**src/rtl/lfsr_pkg.sv**
```systemverilog
// Shared definitions for the LFSR generator/checker pair: FSM states,
// default data width and status-flag bit positions.
package lfsr_pkg;

  localparam int WIDTH_DEF = 8;

  typedef enum logic [1:0] {
    ST_IDLE  = 2'd0,
    ST_COUNT = 2'd1,
    ST_DONE  = 2'd2
  } state_e;

  localparam int FLAG_LOCKUP  = 0;
  localparam int FLAG_TIMEOUT = 1;
  localparam int NUM_FLAGS    = 2;

endpackage

```
**src/rtl/lfsr_period_meter_if.sv**
```systemverilog
// Measurement request / sample stream / result bundle of lfsr_period_meter.
// master drives requests and samples; slave is the meter.
interface lfsr_period_meter_if #(
  parameter int WIDTH = lfsr_pkg::WIDTH_DEF,
  parameter int CNT_W = 16
);
  logic             start_i;
  logic             en_i;
  logic [WIDTH-1:0] val_i;
  logic [WIDTH-1:0] data_i;
  logic             busy_o;
  logic             done_o;
  logic [CNT_W-1:0] period_o;
  logic             lockup_o;
  logic             timeout_o;

  modport master (
    output start_i, en_i, val_i, data_i,
    input  busy_o, done_o, period_o, lockup_o, timeout_o
  );

  modport slave (
    input  start_i, en_i, val_i, data_i,
    output busy_o, done_o, period_o, lockup_o, timeout_o
  );
endinterface

```
**src/rtl/edge_detect_rise.sv**
```systemverilog
// Rising-edge detector: rise_o is high while d_i=1 and its registered copy is 0.
module edge_detect_rise (
  input  logic clk_i,
  input  logic rst_i,
  input  logic d_i,
  output logic rise_o
);
  logic d_q;
  logic d_d;

  always_comb begin
    d_d = d_i;
  end

  always_ff @(posedge clk_i or negedge rst_i) begin
    if (!rst_i) begin
      d_q <= 1'b0;
    end else begin
      d_q <= d_d;
    end
  end

  assign rise_o = d_i & ~d_q;
endmodule

```
**src/rtl/lfsr_period_meter.sv**
```systemverilog
// Counts enabled LFSR samples until the captured seed recurs; reports the
// period, or flags an all-zero lockup or a terminal-count timeout.
module lfsr_period_meter
  import lfsr_pkg::*;
#(
  parameter int WIDTH = WIDTH_DEF,
  parameter int CNT_W = 16
) (
  input  logic                clk_i,
  input  logic                rst_i,
  lfsr_period_meter_if.slave  bus
);
  localparam logic [CNT_W-1:0] CNT_MAX = {CNT_W{1'b1}};
  localparam logic [CNT_W-1:0] CNT_ONE = {{(CNT_W-1){1'b0}}, 1'b1};

  state_e               state_q, state_d;
  logic [WIDTH-1:0]     ref_q, ref_d;
  logic [CNT_W-1:0]     cnt_q, cnt_d;
  logic                 first_q, first_d;
  logic [CNT_W-1:0]     period_q, period_d;
  logic [NUM_FLAGS-1:0] flags_q, flags_d;
  logic                 busy_q, busy_d;
  logic                 done_q, done_d;
  logic                 start_rise_s;
  logic [CNT_W-1:0]     k_s;

  edge_detect_rise u_start_edge (
    .clk_i  (clk_i),
    .rst_i  (rst_i),
    .d_i    (bus.start_i),
    .rise_o (start_rise_s)
  );

  // Index of the sample being compared; cnt_q never reaches CNT_MAX, so no wrap.
  assign k_s = cnt_q + CNT_ONE;

  always_comb begin
    state_d  = state_q;
    ref_d    = ref_q;
    cnt_d    = cnt_q;
    first_d  = first_q;
    period_d = period_q;
    flags_d  = flags_q;
    case (state_q)
      ST_IDLE: begin
        if (start_rise_s) begin
          ref_d    = bus.val_i;
          cnt_d    = {CNT_W{1'b0}};
          first_d  = 1'b1;
          period_d = {CNT_W{1'b0}};
          flags_d  = {NUM_FLAGS{1'b0}};
          state_d  = ST_COUNT;
        end else begin
          state_d  = ST_IDLE;
        end
      end
      ST_COUNT: begin
        // Abort outranks any same-cycle termination; lockup outranks match/timeout.
        if (!bus.start_i) begin
          state_d = ST_IDLE;
        end else if (!bus.en_i) begin
          state_d = ST_COUNT;
        end else if (first_q) begin
          first_d = 1'b0;
        end else if (bus.data_i == {WIDTH{1'b0}}) begin
          flags_d[FLAG_LOCKUP] = 1'b1;
          period_d             = k_s;
          state_d              = ST_DONE;
        end else if (bus.data_i == ref_q) begin
          period_d = k_s;
          state_d  = ST_DONE;
        end else if (k_s == CNT_MAX) begin
          flags_d[FLAG_TIMEOUT] = 1'b1;
          period_d              = k_s;
          state_d               = ST_DONE;
        end else begin
          cnt_d = k_s;
        end
      end
      ST_DONE: begin
        state_d = ST_IDLE;
      end
      default: begin
        state_d = ST_IDLE;
      end
    endcase
    busy_d = (state_d == ST_COUNT);
    done_d = (state_d == ST_DONE);
  end

  always_ff @(posedge clk_i or negedge rst_i) begin
    if (!rst_i) begin
      state_q  <= ST_IDLE;
      ref_q    <= {WIDTH{1'b0}};
      cnt_q    <= {CNT_W{1'b0}};
      first_q  <= 1'b0;
      period_q <= {CNT_W{1'b0}};
      flags_q  <= {NUM_FLAGS{1'b0}};
      busy_q   <= 1'b0;
      done_q   <= 1'b0;
    end else begin
      state_q  <= state_d;
      ref_q    <= ref_d;
      cnt_q    <= cnt_d;
      first_q  <= first_d;
      period_q <= period_d;
      flags_q  <= flags_d;
      busy_q   <= busy_d;
      done_q   <= done_d;
    end
  end

  assign bus.busy_o    = busy_q;
  assign bus.done_o    = done_q;
  assign bus.period_o  = period_q;
  assign bus.lockup_o  = flags_q[FLAG_LOCKUP];
  assign bus.timeout_o = flags_q[FLAG_TIMEOUT];
endmodule

```
**src/flat_wrapper.sv**
```systemverilog
// flat-port wrapper written by rule: the top's interface ports become plain ports
module lfsr_period_meter_flat import lfsr_pkg::*;
#(
  parameter int WIDTH = WIDTH_DEF,
  parameter int CNT_W = 16
)
  (clk_i, rst_i, bus_start_i, bus_en_i, bus_val_i, bus_data_i, bus_busy_o, bus_done_o, bus_period_o, bus_lockup_o, bus_timeout_o);
  lfsr_period_meter_if #(.WIDTH(WIDTH), .CNT_W(CNT_W)) bus_i ();
  input  logic clk_i;
  input  logic rst_i;
  input wire logic [$bits(bus_i.start_i)-1:0] bus_start_i;
  input wire logic [$bits(bus_i.en_i)-1:0] bus_en_i;
  input wire logic [$bits(bus_i.val_i)-1:0] bus_val_i;
  input wire logic [$bits(bus_i.data_i)-1:0] bus_data_i;
  output wire logic [$bits(bus_i.busy_o)-1:0] bus_busy_o;
  output wire logic [$bits(bus_i.done_o)-1:0] bus_done_o;
  output wire logic [$bits(bus_i.period_o)-1:0] bus_period_o;
  output wire logic [$bits(bus_i.lockup_o)-1:0] bus_lockup_o;
  output wire logic [$bits(bus_i.timeout_o)-1:0] bus_timeout_o;
  assign bus_i.start_i = bus_start_i;
  assign bus_i.en_i = bus_en_i;
  assign bus_i.val_i = bus_val_i;
  assign bus_i.data_i = bus_data_i;
  assign bus_busy_o = bus_i.busy_o;
  assign bus_done_o = bus_i.done_o;
  assign bus_period_o = bus_i.period_o;
  assign bus_lockup_o = bus_i.lockup_o;
  assign bus_timeout_o = bus_i.timeout_o;
  lfsr_period_meter #(.WIDTH(WIDTH), .CNT_W(CNT_W)) u_core (.clk_i(clk_i), .rst_i(rst_i), .bus(bus_i));
endmodule
```
**config.mk**
```make
export PLATFORM = sky130hd
export DESIGN_NAME = lfsr_period_meter_flat
export DESIGN_NICKNAME = d
export VERILOG_FILES = /design/src/rtl/lfsr_pkg.sv /design/src/rtl/lfsr_period_meter_if.sv /design/src/rtl/edge_detect_rise.sv /design/src/rtl/lfsr_period_meter.sv /design/src/flat_wrapper.sv
export SDC_FILE = /design/constraint.sdc
export NUM_CORES = 1
export LEC_CHECK = 0
export CAP_MARGIN = 20
export CORE_ASPECT_RATIO = 2
export CORE_MARGIN = 4
export CORE_UTILIZATION = 50
export CTS_CLUSTER_DIAMETER = 120
export DETAILED_ROUTE_END_ITERATION = 10
export DONT_BUFFER_PORTS = 1
export SYNTH_ARGS = -nofsm -noshare
export SYNTH_HDL_FRONTEND = slang
export SYNTH_SLANG_ARGS = --single-unit
```
**constraint.sdc**
```tcl
create_clock -name clk_i -period 3.8 [get_ports clk_i]
set_clock_uncertainty 0.2 [all_clocks]
set_input_delay 0.76 -clock clk_i [delete_from_list [all_inputs] [get_ports clk_i]]
set_output_delay 0.76 -clock clk_i [all_outputs]
set_load 0.01 [all_outputs]
```
# Word level (Yosys, flattened, before mapping)
# Index checks and enable logic that the tools add are counted.
dict set report op_classes {
  n_bitwise 2
  muxes 36
  n_reduce_logical 9
  n_eq_ne 15
  n_addsub 1
}
# operator count
set ops {}
lappend ops {{$mux W16} 13}
lappend ops {{$pmux W16 S2} 2}
lappend ops {{$mux W2} 10}
lappend ops {{$add A16 B1 Y16 const B} 1}
lappend ops {{$eq A16 B16 Y1 const B} 1}
lappend ops {{$reduce_and A8 Y1} 2}
lappend ops {{$ne A2 B2 Y1 const B} 6}
lappend ops {{$reduce_and A6 Y1} 2}
lappend ops {{$eq A8 B8 Y1} 1}
lappend ops {{$logic_not A8 Y1} 1}
lappend ops {{$mux W1} 8}
lappend ops {{$pmux W2 S2} 2}
lappend ops {{$ne A2 B1 Y1 const B} 3}
lappend ops {{$eq A2 B1 Y1 const B} 2}
lappend ops {{$ne A4 B1 Y1 const B} 1}
lappend ops {{$reduce_and A4 Y1} 1}
lappend ops {{$eq A2 B2 Y1 const B} 1}
lappend ops {{$logic_not A2 Y1} 1}
lappend ops {{$pmux W1 S2} 1}
lappend ops {{$reduce_and A2 Y1} 1}
lappend ops {{$reduce_bool A2 Y1} 1}
lappend ops {{$and A1 B1 Y1} 1}
lappend ops {{$not A1 Y1} 1}
dict set report word_totals {
  input_bits 20
  wordCells 73
  ff_bits 48
}

# Depth between registers and ports, before layout
dict set report logic_depth {
  ltp_word 10
  mapped_depth 8
  mapped_depth_nobuf 7
}

# Modules after synthesis
# Synthesis repeated with hierarchy kept, for this count alone.
dict set report unflattened {
  hier_cells 268
  hier_area_um2 2613.8
}
# mod cells_each instances seq_area_each_um2 area_per_inst_um2
set modules_own_cells {}
lappend modules_own_cells {lfsr_period_meter 266 1 1176.1 2575.0}
lappend modules_own_cells {edge_detect_rise 2 1 25.0 38.8}

# Worst setup path before layout
# No wires, ideal clock.
dict set report synth_timing {
  path_type {input port to flip-flop}
  startpoint {in bus_start_i}
  endpoint {reg u_core.cnt_q[4]}
  cell_stages 5
  t_required_ps 3474
  arrival_time_ps 2311
  setup_slack_ps 1163
  path_cell_list {or4b_1 -> a221oi_4 -> nand2_4 -> o21a_2 -> a221o_1}
}
dict set report synth_via {
  elab_chain_cells 3
  word_cells_on_any_way 4
  cone_classes {eq/ne (2); bitwise (1); reduce/logical (1)}
}
# item line
set synth_lines {}
lappend synth_lines {{start, declared} flat_wrapper.sv:11} ;# input wire logic [$bits(bus_i.start_i)-1:0] bus_start_i;
lappend synth_lines {{$and A1 B1 Y1} edge_detect_rise.sv:23} ;# assign rise_o = d_i & ~d_q;
lappend synth_lines {{$ne A2 B1 Y1 (no source line)} n/a}
lappend synth_lines {{$reduce_and A8 Y1 (no source line) *} n/a}
lappend synth_lines {{end signal, assigned} lfsr_period_meter.sv:95} ;# cnt_q <= {CNT_W{1'b0}};
lappend synth_lines {{end signal, assigned} lfsr_period_meter.sv:104} ;# cnt_q <= cnt_d;
lappend synth_lines {{end, declared} lfsr_period_meter.sv:18} ;# logic [CNT_W-1:0] cnt_q, cnt_d;
# Mark *: on every way between the ends. The rest lies on a longest branch, timed or not.
# A chain may end at the register's enable or synchronous reset.

# Worst setup path in the final report
dict set report layout_timing {
  startpoint {reg u_core.cnt_q[0]}
  endpoint {reg u_core.cnt_q[15]}
}
dict set report layout_via {
  elab_chain_cells 8
  word_cells_on_any_way 11
  cone_classes {add/sub (1); eq/ne (2); mux (7); reduce/logical (1)}
}
# item line
set layout_lines {}
lappend layout_lines {{$add A16 B1 Y16 *} lfsr_period_meter.sv:35} ;# assign k_s = cnt_q + CNT_ONE;
lappend layout_lines {{$mux W16} lfsr_period_meter.sv:72} ;# end else if (k_s == CNT_MAX) begin
lappend layout_lines {{$mux W16} lfsr_period_meter.sv:69} ;# end else if (bus.data_i == ref_q) begin
lappend layout_lines {{$mux W16} lfsr_period_meter.sv:65} ;# end else if (bus.data_i == {WIDTH{1'b0}}) begin
lappend layout_lines {{$mux W16} lfsr_period_meter.sv:63} ;# end else if (first_q) begin
lappend layout_lines {{$mux W16} lfsr_period_meter.sv:61} ;# end else if (!bus.en_i) begin
lappend layout_lines {{$mux W16} lfsr_period_meter.sv:59} ;# if (!bus.start_i) begin
lappend layout_lines {{$pmux W16 S2} lfsr_period_meter.sv:44} ;# case (state_q)
# Mark *: on every way between the ends. The rest lies on a longest branch, timed or not. The select of a mux whose other input is x is not followed.

==> results_dict.tcl <==
set metrics [dict create \
    cap_violations 0 \
    drt_wl_total_microns 5850 \
    rsz0062_at_grt "no" \
    finalCritPeriodShare 0.828 \
    cts_made_buffers 5 \
    drive_above_1_share 0.0942 \
    clk_latency_ns 0.30 \
    r2r_start "u_core.cnt_q[0]" \
    postSynthCellCount 279 \
    grt_pass1_wl_microns 10000 \
    clockRootBuffer "clkbuf_8" \
    vias 1969 \
    diodes 0 \
    reg2reg_to "u_core.cnt_q[15]" \
    final_common_cell "nand2_1" \
    clock_tree.htree_level_count 2 \
    overflow 0 \
    utilization 0.543 \
    peakVddDrop_uv 319 \
    tightest_slew_ns 0.736 \
    end_kind "register" \
    start_kind "register" \
    grt_pass1_vias 2047 \
    synth_edf_count 0 \
    reg2regPathDepth 8 \
    synthArstFlopShare 1.00 \
    worst_slack_ns 0.655 \
    cts_max_path_buffers 2 \
    drc 0 \
    slew_viol_final 0 \
    fin_crit_ns 3.15 \
    ant_nets 0 \
    crit_arrival_ns 3.16 \
    clk_pin_slew_worst_paths_ns 0.08 \
    globalplace.congestion 0.858 \
    grt.total_usage 0.197 \
    fin_tns_setup_ns 0 \
    ys_seq_area_frac 0.447 \
    cts_resized 0 \
    area_growth_pct 4.80 \
    worstPathRequired_ns 3.81 \
    cts_tree "built" \
    synthesis.nets 301 \
    synth_area_sq_um 2690 \
    grt_max_degree 49 \
    place_ws_ns 0.691 \
    ys_warn_count 0 \
    nets 298 \
    wire_per_inst_microns 17.5 \
    p_leak_nw 1.33 \
    antenna_found_initial 0 \
    coreArea_sq_um 5180 \
    initial_utilization 0.518 \
    status "completed" \
    slew_headroom 0.507 \
    criticalPathCategory "reg2reg" \
    powerDensity_nw_per_um2 350 \
    setup_violations 0 \
    path_max_fanout 12 \
    vias_per_cell 5.90 \
    ys_types 52 \
    die-area_sq_um 6680 \
    ioPinCount 40 \
    port_buffers 0 \
    drt_first_pass_iters 4 \
    die_y_microns 112 \
    reg2reg_slack_ns 0.65 \
    first_iter_violations 73 \
    dp_hpwl_microns 4170 \
    rows 37 \
    synth_seq_cells 48 \
    hold_viol 0 \
    fp.dieW_microns 59.8 \
    hp-class "in2async" \
    synth-main-ff-cell "dfrtp_1" \
    max_freq_mhz 318 \
    mostFrequentLayoutCells "71 x nand2_1, 48 x dfrtp_1, 23 x mux2i_1" \
    numClockSinks 48 \
    synth.avg_cell_area_sq_um 9.62 \
]
==> routing by layer <==
layer / up-vias / track usage / share of wire
met5: - / 0 / 0
met4: 0 / 0.0621 / 0.017
met3: 6 / 0.0406 / 0.038
met2: 46 / 0.359 / 0.56
met1: 962 / 0.217 / 0.39
li1: 955 / - / -
==> synth_stat cells (2+ instances only) <==
| master | number | area [sq um] |
|---|---|---|
| buf_2 | 2 | 10.0 |
| buf_4 | 3 | 22.5 |
| or4_1 | 3 | 22.5 |
| mux2i_1 | 23 | 230 |
| a31oi_1 | 2 | 12.5 |
| nor3_1 | 7 | 35.0 |
| xnor2_1 | 8 | 70.1 |
| nor2b_1 | 3 | 18.8 |
| nand2b_1 | 4 | 25.0 |
| a221o_1 | 4 | 40.0 |
| nand3_1 | 4 | 20.0 |
| and3_1 | 2 | 12.5 |
| ha_1 | 2 | 25.0 |
| o21ai_0 | 6 | 30.0 |
| a21oi_1 | 6 | 30.0 |
| nand2_1 | 71 | 267 |
| a21o_1 | 2 | 15.0 |
| clkbuf_1 | 8 | 30.0 |
| nor3b_1 | 2 | 15.0 |
| nor4_1 | 3 | 18.8 |
| dfrtp_1 | 48 | 1200 |
| and2_1 | 2 | 12.5 |
| inv_1 | 6 | 22.5 |
| nand4_1 | 2 | 12.5 |
| buf_6 | 2 | 22.5 |
| o2bb2ai_1 | 2 | 17.5 |
| nor2_1 | 16 | 60.1 |
| xor2_1 | 11 | 96.3 |
| a31o_2 | 2 | 17.5 |
==> kinds of logic (layout without fill, tap and decap cells) <==
| logic type | count (synthesis) | count (layout) | synth area share |
|---|---|---|---|
| xor+xnor | 19 | 19 | 0.0620 |
| buf+inv | 21 | 18 | 0.0401 |
| simple gates | 130 | 130 | 0.239 |
| compound gates | 36 | 36 | 0.117 |
| fa+ha+maj | 2 | 2 | 0.00932 |
| mux | 23 | 23 | 0.0857 |
| flops | 48 | 48 | 0.447 |
==> where the power goes <==
group	leakage [nW]	switching (mW)	total (mW)	internal (mW)
registers	0.648	0.0334	0.572	0.539
clock network	0.0410	0.163	0.288	0.125
logic	0.645	0.0752	0.124	0.0489
==> what timing repair did <==
item | 4_1_cts | 5_1_grt
setup buffers | 0 | 0
endpoints found under the hold margin | 48 | 0
endpoints found under the setup margin | 0 | 0
hold buffers | 1 | 0
==> registers in the layout, summed over array words and instances (netlist names) <==
register and count:
u_core.flags_q 2, u_core.bus.period_o 16, u_core.bus.busy_o 1, u_core.cnt_q 16, u_core.first_q 1, u_core.state_q 2
u_core.ref_q 8, u_core.bus.done_o 1, u_core.u_start_edge.d_q 1
==> worst max path at each step <==
stage	endpoint	cells after the start	slack, ns	from
6_report	u_core.cnt_q[15]	8	0.65	u_core.cnt_q[0]
5_1_grt	u_core.cnt_q[15]	8	0.51	u_core.cnt_q[0]
4_1_cts	u_core.cnt_q[15]	8	0.64	u_core.cnt_q[0]
3_5_place_dp	u_core.cnt_q[15]	8	0.69	u_core.cnt_q[0]
3_3_place_gp	u_core.cnt_q[10]	8	0.82	u_core.cnt_q[0]
2_1_floorplan	u_core.cnt_q[4]	5	1.16	bus_start_i
==> per-stage QoR <==
stage / cells / cell area (sq um) / hold slack (ns) / power, mW
after floorplan: 279 / 2690 / 0.264 / 0.669
after global placement: 326 / 2710 / 0.266 / 0.695
after detailed placement: 326 / 2710 / 0.266 / 0.697
after CTS: 334 / 2810 / 0.100 / 1.00
after global routing: 334 / 2810 / 0.0936 / 1.04
final: 334 / 2810 / 0.0947 / 0.984
==> cell type report <==
type,count,area (sq um)
clock buffers,6,72.6
fillers,488,2370
inverters,6,22.5
clock inverters,1,5.00
flip-flops and latches,48,1200
well taps,58,72.6
repair buffers,5,57.6
multi-input cells,210,1380
==> worst max-delay path, stage by stage, from the launching register on <==
cell	delay [ns]
dfrtp_1	0.47
ha_1	0.32
nand3_2	0.22
o32ai_1	0.33
a2bb2oi_1	0.15
a2111oi_4	0.32
buf_4	0.25
nand2b_1	0.52
mux2i_1	0.27
Power figures use the tool's default switching activity.
